==> src/rtl/pp_burst_tx.sv <==
// Burst word generator with pull-based flow control.
// Emits LEN+1 words (increment or LFSR pattern) and keeps a running XOR of what it pushed.
module pp_burst_tx #(
  parameter int BW = 32,
  parameter int LW = 8
) (
  input  logic          CLK,
  input  logic          RST,
  input  logic          START,
  input  logic          ABORT,
  input  logic          MODE,
  input  logic [LW-1:0] LEN,
  input  logic [BW-1:0] SEED,
  output logic          BUSY,
  input  logic          DOPULL,
  output logic          DOPUSH,
  output logic [BW-1:0] DOUT,
  output logic          DOLAST,
  output logic [BW-1:0] SUM
);

  typedef enum logic {
    S_IDLE = 1'b0,
    S_RUN  = 1'b1
  } state_t;

  localparam logic [LW:0] REM_ONE = {{LW{1'b0}}, 1'b1};

  state_t        state_q, state_d;
  logic          mode_q, mode_d;
  logic [LW:0]   rem_q, rem_d;
  logic [BW-1:0] cur_q, cur_d;
  logic          pull_d1_q;
  logic          push_q, push_d;
  logic          last_q, last_d;
  logic [BW-1:0] dout_q, dout_d;
  logic [BW-1:0] sum_q, sum_d;

  logic          start_acc;
  logic          push_edge;
  logic          final_word;

  function automatic logic [BW-1:0] next_word(input logic mode, input logic [BW-1:0] cur);
    if (mode)
      next_word = {cur[BW-2:0], cur[BW-1] ^ cur[21] ^ cur[1] ^ cur[0]};
    else
      next_word = cur + {{(BW-1){1'b0}}, 1'b1};
  endfunction

  // An all-zero LFSR state would lock up, so a zero seed is replaced by 1.
  function automatic logic [BW-1:0] first_word(input logic mode, input logic [BW-1:0] seed);
    if (mode && (seed == '0))
      first_word = {{(BW-1){1'b0}}, 1'b1};
    else
      first_word = seed;
  endfunction

  assign start_acc  = (state_q == S_IDLE) && START;
  assign push_edge  = (state_q == S_RUN) && pull_d1_q && !ABORT;
  assign final_word = push_edge && (rem_q == REM_ONE);

  always_ff @(posedge CLK or posedge RST) begin
    if (RST) begin
      state_q   <= S_IDLE;
      mode_q    <= 1'b0;
      rem_q     <= '0;
      cur_q     <= '0;
      pull_d1_q <= 1'b0;
      push_q    <= 1'b0;
      last_q    <= 1'b0;
      dout_q    <= '0;
      sum_q     <= '0;
    end else begin
      state_q   <= state_d;
      mode_q    <= mode_d;
      rem_q     <= rem_d;
      cur_q     <= cur_d;
      pull_d1_q <= DOPULL;
      push_q    <= push_d;
      last_q    <= last_d;
      dout_q    <= dout_d;
      sum_q     <= sum_d;
    end
  end

  always_comb begin
    state_d = state_q;
    case (state_q)
      S_IDLE: if (START) state_d = S_RUN;
      S_RUN:  if (ABORT || final_word) state_d = S_IDLE;
      default: state_d = S_IDLE;
    endcase
  end

  // Output-register next values; a non-push edge drops the strobes and holds the data.
  always_comb begin
    mode_d = mode_q;
    rem_d  = rem_q;
    cur_d  = cur_q;
    push_d = 1'b0;
    last_d = 1'b0;
    dout_d = dout_q;
    sum_d  = sum_q;
    if (start_acc) begin
      mode_d = MODE;
      rem_d  = {1'b0, LEN} + REM_ONE;
      cur_d  = first_word(MODE, SEED);
      sum_d  = '0;
    end else if (push_edge) begin
      push_d = 1'b1;
      last_d = final_word;
      dout_d = cur_q;
      sum_d  = sum_q ^ cur_q;
      cur_d  = next_word(mode_q, cur_q);
      rem_d  = rem_q - REM_ONE;
    end
  end

  assign BUSY   = (state_q == S_RUN);
  assign DOPUSH = push_q;
  assign DOUT   = dout_q;
  assign DOLAST = last_q;
  assign SUM    = sum_q;

endmodule

==> config.mk <==
export PLATFORM = sky130hd
export DESIGN_NAME = pp_burst_tx
export DESIGN_NICKNAME = d
export VERILOG_FILES = /design/src/rtl/pp_burst_tx.sv
export SDC_FILE = /design/constraint.sdc
export NUM_CORES = 1
export LEC_CHECK = 0
export ABC_AREA = 1
export ABC_CLOCK_PERIOD_IN_PS = 6160
export BUFFER_PORTS_ARGS = -buffer_cell sky130_fd_sc_hd__buf_2
export CORE_ASPECT_RATIO = 1.4
export CORE_MARGIN = 3
export CORE_UTILIZATION = 30
export CTS_CLUSTER_DIAMETER = 100
export DETAILED_ROUTE_END_ITERATION = 12
export PLACE_DENSITY_LB_ADDON = 0.08
export SKIP_LAST_GASP = 1
export SYNTH_ARGS = -nofsm -noshare
export SYNTH_HDL_FRONTEND = slang
export SYNTH_SLANG_ARGS = --single-unit
==> constraint.sdc <==
create_clock -name CLK -period 6.16 [get_ports CLK]
set_input_delay 0.616 -clock CLK [delete_from_list [all_inputs] [get_ports CLK]]
set_output_delay 0.616 -clock CLK [all_outputs]
set_load 0.02 [all_outputs]
==> results of run 1 <==
==> how the worst min path moves through the flow <==
stage | end | cells after the start
6_report | DOUT[16] | 2
5_1_grt | DOUT[16] | 2
4_1_cts | DOUT[16] | 2
3_5_place_dp | DOUT[18] | 2
3_3_place_gp | DOUT[24] | 2
2_1_floorplan | DOLAST | 3
==> final cells by class <==
type / instances / area share (%)
multi-input cells: 642 / 40.2
flip-flops and latches: 110 / 36.9
repair buffers: 117 / 8.01
inverters: 129 / 6.52
well taps: 256 / 4.29
clock buffers: 11 / 3.39
clock inverters: 5 / 0.671
==> through the flow <==
stage                     worst slack (ns)  total power [mW]  instances  hold slack [ns]  utilization (%)
after global placement                2.90              2.29       1254            0.461             34.6
after global routing                  2.97              3.13       1270            0.335             36.0
after floorplan                       2.64              1.94        913            0.516                -
after CTS                             3.17              2.93       1270            0.322             36.0
final                                 3.27              2.88       1270            0.287             36.0
after detailed placement              2.88              2.30       1254            0.463             34.6
==> power by group through the flow <==
stage               Clock (mW)  Combinational (mW)  Sequential [mW]
detailed placement           0                1.09             1.20
floorplan                    0               0.644             1.30
CTS                      0.633                1.10             1.19
finish                   0.610                1.08             1.19
global placement             0                1.09             1.21
global route             0.665                1.23             1.24
==> sequential cells by signal (all words and copies together), names as in the netlist <==
name and count:
DOLAST 1, mode_q 1, SUM 32, pull_d1_q 1, DOPUSH 1, DOUT 32, BUSY 1, rem_q 9
cur_q 32
==> placed cells by master (no fill, tap or decap), drive strengths merged, types with 2 or more instances in the layout <==
cell type,synthesis,layout
and2,2,2
xnor2,2,2
dfrtp,110,110
nand4,8,8
nor3,2,2
xor2,7,7
buf,23,117
nand2,281,281
nand3,52,52
a21oi,66,66
inv,127,130
a221oi,2,2
nand3b,2,2
a31oi,3,3
o21ai,89,89
clkinv,2,3
nor2,112,112
clkbuf,9,11
ha,4,4
a211oi,2,2
==> routing by layer <==
layer | global-route usage [%] | part of all wire [%] | wire, um | up-vias
li1 | - | - | - | 3054
met1 | 20.9 | 44 | 8300 | 2741
met2 | 29.5 | 51 | 9510 | 87
met3 | 1.97 | 2.9 | 549 | 18
met4 | 5.82 | 1.9 | 358 | 0
met5 | 0 | 0 | 0 | -
==> cell usage after synthesis, drive strengths merged <==
cell | instances | area [sq um]
dfrtp | 110 | 2750
nor2 | 112 | 510
clkbuf | 9 | 35.0
or2 | 1 | 6.26
nand4 | 8 | 50.1
a31oi | 3 | 18.8
buf | 23 | 125
a21oi | 66 | 357
o21ai | 89 | 445
nand2 | 281 | 1090
o21bai | 1 | 7.51
o211ai | 1 | 7.51
nor4 | 1 | 6.26
nor3 | 2 | 10.0
nand3 | 52 | 270
and2 | 2 | 12.5
a211oi | 2 | 15.0
clkinv | 2 | 7.51
ha | 4 | 50.1
o31ai | 1 | 7.51
xnor2 | 2 | 17.5
nand3b | 2 | 15.0
o22ai | 1 | 6.26
xor2 | 7 | 61.3
inv | 127 | 477
a21o | 1 | 7.51
a221oi | 2 | 17.5
o21ba | 1 | 10.0
==> worst register-to-register path, stage by stage, from the launching register on <==
cell	delay [ns]
dfrtp_1	0.34
inv_1	0.06
nand2_2	0.51
buf_4	0.53
inv_1	0.61
nor4_1	0.52
o21ba_2	0.22
==> cell families after synthesis <==
family	count (synthesis)	share of synthesized area, %
XOR/XNOR	9	1.23
adder cells (fa/ha/maj)	4	0.783
buffers and inverters	161	10.1
AND/OR/NAND/NOR	461	30.8
AO/OA/AOI/OAI	168	14.1
flip-flops	110	43.0
==> summary.md, run 1 <==
The internal power component was 1.62 mW. The top cell family by delay on the critical path is buffers and inverters. The number of hold buffers added after CTS was 0. The die outline height is 179 um. The worst path uses 47.0% of the clock period. The critical path class is flip-flop to flip-flop. The via count of the first global-routing pass is 5825, and the data required time at the worst endpoint is 6.41 ns.

The worst setup path startpoint was BUSY. The global-route wire length before repair is 30500 um. Setup repair after global routing left no endpoint under its margin. Power spread over the standard cell area amounts to 386 mW/mm^2. Sequential elements use 43.0% of the synthesized area. The detail route stage leaves a number of antenna-violating nets equal to 0. The tools report the area used by sequential logic in the layout as 0.00275 sq mm.

The repair_antennas step left the layout with diodes totalling 0. The multi-input gate area in the final layout is 0.00300 sq mm, and the relative max-transition margin is 28.5%. The worst hold path belongs to the class input pin to asynchronous set/reset pin. The number of nets handed over by synthesis was 963.

The number of slew-limit violations in the final report was 0. In the final routed layout, each cell accounts on average for 14.7 um. The number of gates resized after CTS was 0; the post-detailed-route via-to-cell ratio was 4.65. The path depth of the worst reg2reg path was 6. The clock group share of total power is 21.2%. The placed instances occupy a cell area of 0.00716 sq mm. The reg-to-reg startpoint was BUSY. The synthesis warning total was 0. On the worst path, the slowest cell contributes a delay of 0.60 ns. The critical path contains buffers and inverters numbering 3 combined.

The count of input and output buffers was 112; the die outline area was 0.0231 sq mm. Once the clock tree was built, the setup fixing pass inserted 0 buffers. TritonCTS built the clock tree.

The final layout contains 1059 nets. The worst register-to-register path has a setup slack of 3.27 ns. The slowest cell on the critical path was inv_1. In this run, the number of DRC markers left after iteration 0 of detailed routing was 301. The type of destination of the critical path was a flip-flop. For the clock buffer count from CTS, the log shows 9.

Detailed routing inserted a total of 5900 vias. The tools report the worst voltage drop across the vdd grid as 0.130 mV. Yosys mapped the design onto 41 distinct sky130hd cell types. For the final database, setup skew stands at 0.0110 ns. For the portion of total power attributed to sequential cells, the log shows 41.4%. The CTS H-tree depth was 3.

The region available for standard cell placement spans 0.0207 sq mm. Along the worst path, the maximum fanout reaches 45. The run finished with clean final reports. The worst reg2reg path endpoint is BUSY. Summed over all layers, the routed wires come to 18700 um.

Synthesis produced a netlist whose cell count is 913. Share of layout cells above drive strength 1: 16.5%. The mean cell area of the mapped netlist is 7.01 sq um, and the arrival time at the worst endpoint is 3.15 ns. Relative to the synthesized area, the layout overhead comes to 16.7%. Worst setup path endpoint: BUSY. The cell that appears most often on the critical path is inv_1. In this run the horizontal extent of the chip is 129 um. Static timing analysis puts the maximum clock frequency at 345 MHz.

The routed design could run at a clock period as short as 2.89 ns. Clock latency on the worst-skew pair, taken at its later pin, is 0.37 ns. Of the total power, the share spent switching nets is 43.8%. The initial antenna violation count is 0. Row generation in the floorplan step produced 62 rows. The first detailed-routing pass ran for 5 iterations. The library cell used as clock root buffer was clkbuf_16. Global routing finished with a remaining overflow of 0. The filler cells instantiated in the layout total 2300. Setup violations remaining at the end of the flow were counted as 0. Power spent charging and discharging nets: 1.26 mW. The tools report the leakage power as 3.95 nW. At the end of routability-driven placement, the weighted congestion stood at 0.810.

Initial core utilization: 30.9%. The longest clock path from root to sink contains 2 buffers. Across the run, the number of max-cap violations was 0.

For the number of endpoints with negative hold slack in the final report, the log shows 0. For this run, design rule violations remaining after detail routing come to 0. For the post-DP HPWL, the log shows 13000 um. After synthesis the netlist holds a flip-flop and latch count of 110.

With fillers left out, the area of the finished cells amounts to 0.00746 sq mm. Entering global routing, the biggest net connects 70 pins. The share of total power dissipated in combinational logic is 37.4%. For the pin with the worst max-slew slack, the measured transition is 1.07 ns. Boundary pin count: 113.

The type of origin of the critical path was a flip-flop. Traced cell by cell, the critical path runs through inv_1 > nand2_2 > buf_4 > inv_1 > nor4_1 > o21ba_2. The critical path runs through a total of 6 cells. The overall global routing resource usage is 16.7%, and the clock edge transition at the registers on the reported setup and hold paths is 0.08 ns.

For the sink count of the clock tree, the log shows 110. The run gives 0 ns as the post-route setup TNS. The synthesized area was 0.00640 sq mm.
(Power assumes the default switching activity.)
==> run 2: changes to the inputs <==
--- a/config.mk
+++ b/config.mk
@@ -6,7 +6,7 @@
 export NUM_CORES = 1
 export LEC_CHECK = 0
 export ABC_AREA = 1
-export ABC_CLOCK_PERIOD_IN_PS = 6160
+export ABC_CLOCK_PERIOD_IN_PS = 2800
 export BUFFER_PORTS_ARGS = -buffer_cell sky130_fd_sc_hd__buf_2
 export CORE_ASPECT_RATIO = 1.4
 export CORE_MARGIN = 3
==> constraint.sdc (replaced) <==
create_clock -name CLK -period 2.8 [get_ports CLK]
set_input_delay 0.28 -clock CLK [delete_from_list [all_inputs] [get_ports CLK]]
set_output_delay 0.28 -clock CLK [all_outputs]
set_load 0.02 [all_outputs]
==> summary.md, run 2 (synthesis results as in run 1) <==
The tightest min-delay check is of the input pin to flip-flop type. The final critical delay including setup and external delays is 1.80 ns (-1.10 ns). The critical path is of the flip-flop to flip-flop type.

The overall global routing resource usage was 16.4% (-0.28 points); the maximum fanout along the worst path was 36 (-20%). The total chip power was 6.19 mW (+120%). The most common cell after layout, fill and taps aside is nand2_1.

For the initial core utilization, the log shows 30.9% (unchanged). The insertion delay to the later sink of the worst-skew pair is 0.36 ns (about the same), and the clock edge transition at the registers on the reported setup and hold paths is 0.07 ns (about the same). The tools report the number of design-rule violations left by the first detailed-router iteration as 279 (-7.3%). The final worst-path cycle share is 64.2% (+17 points). The top cell types in the final layout, fill and taps aside, are nand2_1, inv_1, buf_2, dfrtp_1, nor2_1. The flow ran to the end, and the final reports show no timing, DRC or antenna violations.

The delay of the slowest critical-path stage works out to 0.38 ns (-0.22 ns). The number of instances in the placed design is 1259 (+0.40%). The type of destination of the critical path was a flip-flop.

TritonCTS built the clock tree. Most prevalent standard cell on the critical path: inv_1. The run gives 556 MHz (+61%) as the highest achievable clock rate. The number of gates resized after CTS is 0 (unchanged), and the post-route antenna net violation count is 0 (unchanged). STA classifies the critical path startpoint as a flip-flop. The number of fill cells is 2258 (-1.8%), and the data required time at the worst endpoint is 3.04 ns (-3.37 ns).

The final worst hold slack was 0.0322 ns (-0.255 ns); the final routed wire length divided by cell count was 14.2 um (-3.7%). For the maximum clock insertion buffer count, the log shows 2 (unchanged). The CTS H-tree depth was 3 (unchanged). The arrival time at the worst endpoint is 2.04 ns (-1.11 ns).

The run gives 28.8% (-0.61 points) as the global-route met2 utilization. For the via count of the first global-routing pass, the log shows 5847 (+0.38%). The busiest metal layer after global routing was met2.

The logs give 3.95 nW (about the same) for the leakage power and 30100 um (-1.1%) for the global-route wire length before repair. The routability-driven placement congestion ratio was 0.860 (+6.1%). Total core area: 0.0207 sq mm (unchanged). For the worst voltage drop across the vdd grid, the log shows 0.398 mV (+210%). The logs give 13200 um (+1.5%) for the post-DP HPWL and 113 (unchanged) for the boundary pin count. The first-pass iteration count of the detailed router is 5 (unchanged). The final layout net count was 1064 (+0.47%). The die outline area was 0.0231 sq mm (unchanged); the initial antenna violation count was 0 (unchanged). The ratio of total power to cell area was 828 mW/mm^2 (+110%); the sink count of the clock tree was 110 (unchanged). Number of slew-limit violations in the final report: 0 (unchanged). The run gives 5888 (-0.20%) as the overall via count from detail_route. The logs give 0 (unchanged) for the number of violations of the max-capacitance limit and 111 (+59%) for the pin count of the biggest net entering global routing. For the least setup slack across all paths after layout, the log shows 1.00 ns (-2.26 ns). Slack of the worst reg-to-reg path: 1.00 ns (-2.26 ns). The post-route setup TNS was 0 ns (unchanged); the total global routing overflow was 0 (unchanged). Setup repair after global routing left no endpoint under its margin. The setup skew after layout came out at 0.00890 ns (-0.00213 ns). For the buffers inserted during post-CTS setup optimization, the log shows 0 (unchanged).

The count of input and output buffers came out at 112 (unchanged). The run gives 62 (unchanged) as the site row count. Finished layout cell area: 0.00748 sq mm (+0.18%). The post-detailed-route via-to-cell ratio works out to 4.62 (-0.52%). The signal on the critical path passes through inv_1 > nand2_2 > nand2_1 > buf_4 > o21ai_0 > inv_1 > a21oi_1. The clock buffer count from CTS was 9 (unchanged); the global routing usage on met1 was 20.8% (-0.079 points).

The relative max-transition margin is 58.6% (+30 points). The tools report the detailed-route wire length as 18100 um (-3.4%). The die outline height works out to 179 um (unchanged).

The final number of setup-violating endpoints was 0 (unchanged); the final design utilization was 36.1% (+0.066 points). The share of layout cells above drive strength 1 came out at 16.6% (+0.13 points). For the antenna diode count, the log shows 0 (unchanged). Slowest cell on the critical path: buf_4. The met3 track demand over resource is 2.30% (+0.33 points), and the worst setup slack after placement is 0.994 ns (-1.89 ns). The logs give 0 (unchanged) for the final routed DRC violation total and 0 (unchanged) for the number of endpoints with negative hold slack in the final report. The tools report the total placed instance area as 0.00721 sq mm (+0.72%).

Compared with the post-synthesis result, the final layout area differs by 16.9%. Number of standard cells in the final layout excluding fillers: 1274 (+0.31%). The die span in x is 129 um (unchanged), and the transition time at the pin with the least slew margin is 0.621 ns (-0.451 ns). The total of hold buffers inserted after clock tree synthesis is 0 (unchanged).

CTS placed an instance of clkbuf_16 at the clock tree root.
[run 2: cell count changes in the layout (fill, tap and decap cells not counted), sizes merged]
cell,change
clkinvlp,+3
clkbuf,-1
inv,-3
buf,+5
[run 2: area by class of cell]
class                           count  area [sq um]  area share, %
Multi-Input combinational cell    642          3000           40.2
Sequential cell                   110          2750           36.8
Timing Repair Buffer              122           648           8.67
Inverter                          129           488           6.53
Tap cell                          256           320           4.28
Clock buffer                       10           229           3.06
Clock inverter                      5          36.3          0.485
[run 2: worst paths after layout]
kind | cells past startpoint | from | end
max | 7 | BUSY | cur_q[22]
min | 1 | DOPULL | pull_d1_q
max reg2reg | 7 | BUSY | cur_q[22]
min reg2reg | 2 | DOUT[20] | DOUT[20]
max in group asynchronous | 3 | RST | cur_q[0]
min in group asynchronous | 3 | RST | DOUT[17]
[run 2: critical path: cells and delay by family (launching register included)]
family / cells / cell delay, ns
flip-flops: 1 / 0.37
AND/OR/NAND/NOR: 2 / 0.53
buffers and inverters: 3 / 0.54
AO/OA/AOI/OAI: 2 / 0.23
[run 2: routing by layer]
layer  up-vias  wire (um)
met3        16        543
met1      2712       7990
met2        91       9250
li1       3069          -
met5         -          0
met4         0        285
[run 2: power breakdown]
group	switching, mW	internal (mW)	total (mW)
Sequential	0.517	2.08	2.60
Clock	0.608	0.602	1.21
Combinational	1.57	0.812	2.38
==> run 3: changes to the inputs <==
--- a/config.mk
+++ b/config.mk
@@ -6,7 +6,7 @@
 export NUM_CORES = 1
 export LEC_CHECK = 0
 export ABC_AREA = 1
-export ABC_CLOCK_PERIOD_IN_PS = 2800
+export ABC_CLOCK_PERIOD_IN_PS = 1600
 export BUFFER_PORTS_ARGS = -buffer_cell sky130_fd_sc_hd__buf_2
 export CORE_ASPECT_RATIO = 1.4
 export CORE_MARGIN = 3
==> constraint.sdc (replaced) <==
create_clock -name CLK -period 1.6 [get_ports CLK]
set_input_delay 0.16 -clock CLK [delete_from_list [all_inputs] [get_ports CLK]]
set_output_delay 0.16 -clock CLK [all_outputs]
set_load 0.02 [all_outputs]
==> summary.md, run 3 (synthesis results as in run 1) <==
The run finished with clean final reports. Sink count of the clock tree: 110 (unchanged). The top cell family by delay on the critical path was simple AND/OR/NAND/NOR gates. Die outline height: 179 um (unchanged).

The logs give 1.80 ns (-0.24 ns) for the arrival time at the worst endpoint and 59 (-47%) for the pin count of the biggest net entering global routing. The finished layout cell area was 0.00819 sq mm (+9.5%); the overall global routing resource usage was 17.2% (+0.81 points). TritonCTS built the clock tree.

The slowest cell on the critical path was dfrtp_1. The logs give 31600 um (+4.8%) for the global-route wire length before repair and 0.594 mV (+49%) for the worst voltage drop across the vdd grid. Total placed instance area: 0.00763 sq mm (+5.9%).

The run gives 77.1% (+19 points) as the relative max-transition margin. The maximum clock insertion buffer count came out at 2 (unchanged). The total buffers and inverters traversed by the critical path was 1 (-2); the count of input and output buffers was 112 (unchanged). The total core area came out at 0.0207 sq mm (unchanged).

The cell sitting at the root of the clock tree is a clkbuf_16. The tools report the number of violations of the max-capacitance limit as 0 (unchanged). The worst setup path is captured at a flip-flop. Maximum fanout along the worst path: 7 (-81%). Setup repair after global routing could not meet its margin everywhere. For the insertion delay to the later sink of the worst-skew pair, the log shows 0.36 ns (about the same). Leaving out fill and tap cells, the most frequent cells in the layout are nand2_1, inv_1, buf_2, dfrtp_1, nor2_1. The transition time at the pin with the least slew margin was 0.343 ns (-0.279 ns). The run gives 0 (unchanged) as the post-route antenna net violation count. The run gives 19000 um (+5.2%) as the detailed-route wire length. The data required time at the worst endpoint came out at 1.85 ns (-1.19 ns). The number of design-rule violations left by the first detailed-router iteration came out at 275 (-1.4%).

The first-pass iteration count of the detailed router was 4 (-1); the boundary pin count was 113 (unchanged). The kind of path behind the tightest hold check was input pin to flip-flop. The die outline area was 0.0231 sq mm (unchanged); the number of endpoints with negative hold slack in the final report was 0 (unchanged). The logs give 0.00277 sq mm (+0.45%) for the area used by sequential logic in the layout and 0 (unchanged) for the total global routing overflow. The ratio of total power to cell area was 1490 mW/mm^2 (+80%). The layout overhead on the synthesized area works out to 28.0%.

The logs give 9 (unchanged) for the clock buffer count from CTS and 0.0468 ns (+0.0146 ns) for the final worst hold slack. For the initial core utilization, the log shows 30.9% (unchanged). The delay of the slowest critical-path stage is 0.42 ns (+0.04 ns), and the final routed DRC violation total is 0 (unchanged). Traced cell by cell, the critical path runs through buf_6 > nand2_4 > nor2_4 > nand2_4 > nor2_8 > nand2_1 > nand2_1 > nand3_1 > nand2_1 > a21oi_2. The critical path class is flip-flop to flip-flop. The routability-driven placement congestion ratio is 0.853 (-0.84%).

The number of slew-limit violations in the final report was 0 (unchanged). Multi-input gate area in the final layout: 0.00315 sq mm (+4.9%). The logs give 648 MHz (+17%) for the highest achievable clock rate and 0 (unchanged) for the initial antenna violation count. Leaving out fill and tap cells, the most frequent cell in the layout is nand2_1. Setup skew after layout: 0.0101 ns (+0.00123 ns). Final critical delay including setup and external delays: 1.54 ns (-0.255 ns).

In this design, the critical path's most frequently occurring cell is nand2_1. The number of fill cells is 2232 (-1.2%). Final number of setup-violating endpoints: 0 (unchanged). The final layout net count was 1118 (+5.1%).

The die span in x is 129 um (unchanged). The run gives 62 (unchanged) as the site row count. Clock edge transition at the registers on the reported setup and hold paths: 0.08 ns (about the same). Type of origin of the critical path: a flip-flop.

For the antenna diode count, the log shows 0 (unchanged). The post-detailed-route via-to-cell ratio was 4.62 (-0.12%); the via count of the first global-routing pass was 6219 (+6.4%). The final worst-path cycle share was 96.4% (+32 points); the overall via count from detail_route was 6135 (+4.2%). Share of layout cells above drive strength 1: 24.9% (+8.3 points). For the CTS H-tree depth, the log shows 3 (unchanged).

The final routed wire length divided by cell count was 14.3 um (+0.80%); the leakage power was 4.28 nW (+8.3%). The post-DP HPWL was 14300 um (+8.3%).
==> run 3: cell count changes in the layout (fill, tap and decap cells not counted), sizes merged <==
cell,change
inv,+3
bufinv,+2
clkinvlp,-2
clkinv,-1
dlygate4sd3,+2
buf,+52
clkbuf,-1
==> run 3: repair_timing <==
item,CTS,global route
hold endpoints to repair,78,0
hold buffers,2,0
resized for setup,0,60
endpoints found under the setup margin,0,48
buffers inserted,0,4
==> run 3: metal layers <==
metal	up-vias	routed length, um	global-route usage (%)
met5	-	0	0
met4	0	223	4.20
met3	13	511	2.71
met2	83	10000	31.4
met1	2864	8260	21.0
li1	3175	-	-
==> run 3: power breakdown <==
part	switching, mW	internal [mW]
combinational	3.21	2.03
clock	1.15	1.40
sequential	0.731	3.67
total	5.09	7.10
==> run 3: path summary, 6_finish.rpt <==
check	startpoint	end	slack, ns	depth (start not counted)
setup / recovery	cur_q[1]	cur_q[31]	0.06	10
hold / removal	SEED[11]	cur_q[11]	0.05	3
setup reg to reg	cur_q[1]	cur_q[31]	0.06	10
hold reg to reg	DOUT[18]	DOUT[18]	0.48	2
max in group asynchronous	RST	cur_q[2]	0.77	4
min in group asynchronous	RST	DOUT[12]	0.25	3
==> run 3: worst reg2reg max path, cell delays in order (launching register included) <==
cell,delay [ns]
dfrtp_1,0.42
buf_6,0.13
nand2_4,0.04
nor2_4,0.18
nand2_4,0.14
nor2_8,0.19
nand2_1,0.07
nand2_1,0.05
nand3_1,0.08
nand2_1,0.09
a21oi_2,0.05
==> run 3: through the flow <==
stage	setup slack [ns]	total power, mW	setup TNS, ns	utilization, %	instances
floorplan	0.111	7.47	0	-	913
global placement	-0.0116	9.50	-0.0116	36.9	1307
detailed placement	0.0391	9.51	0	36.9	1307
CTS	0.0229	12.1	0	38.5	1325
global route	-0.0749	13.2	-0.463	39.5	1329
finish	0.0577	12.2	0	39.5	1329
==> run 3: layout make-up <==
cell class / instances / area share [%]
Clock inverter: 7 / 1.25
Timing Repair Buffer: 176 / 13.8
Clock buffer: 9 / 2.75
Multi-Input combinational cell: 642 / 38.5
Inverter: 129 / 5.99
Sequential cell: 110 / 33.8
Tap cell: 256 / 3.91
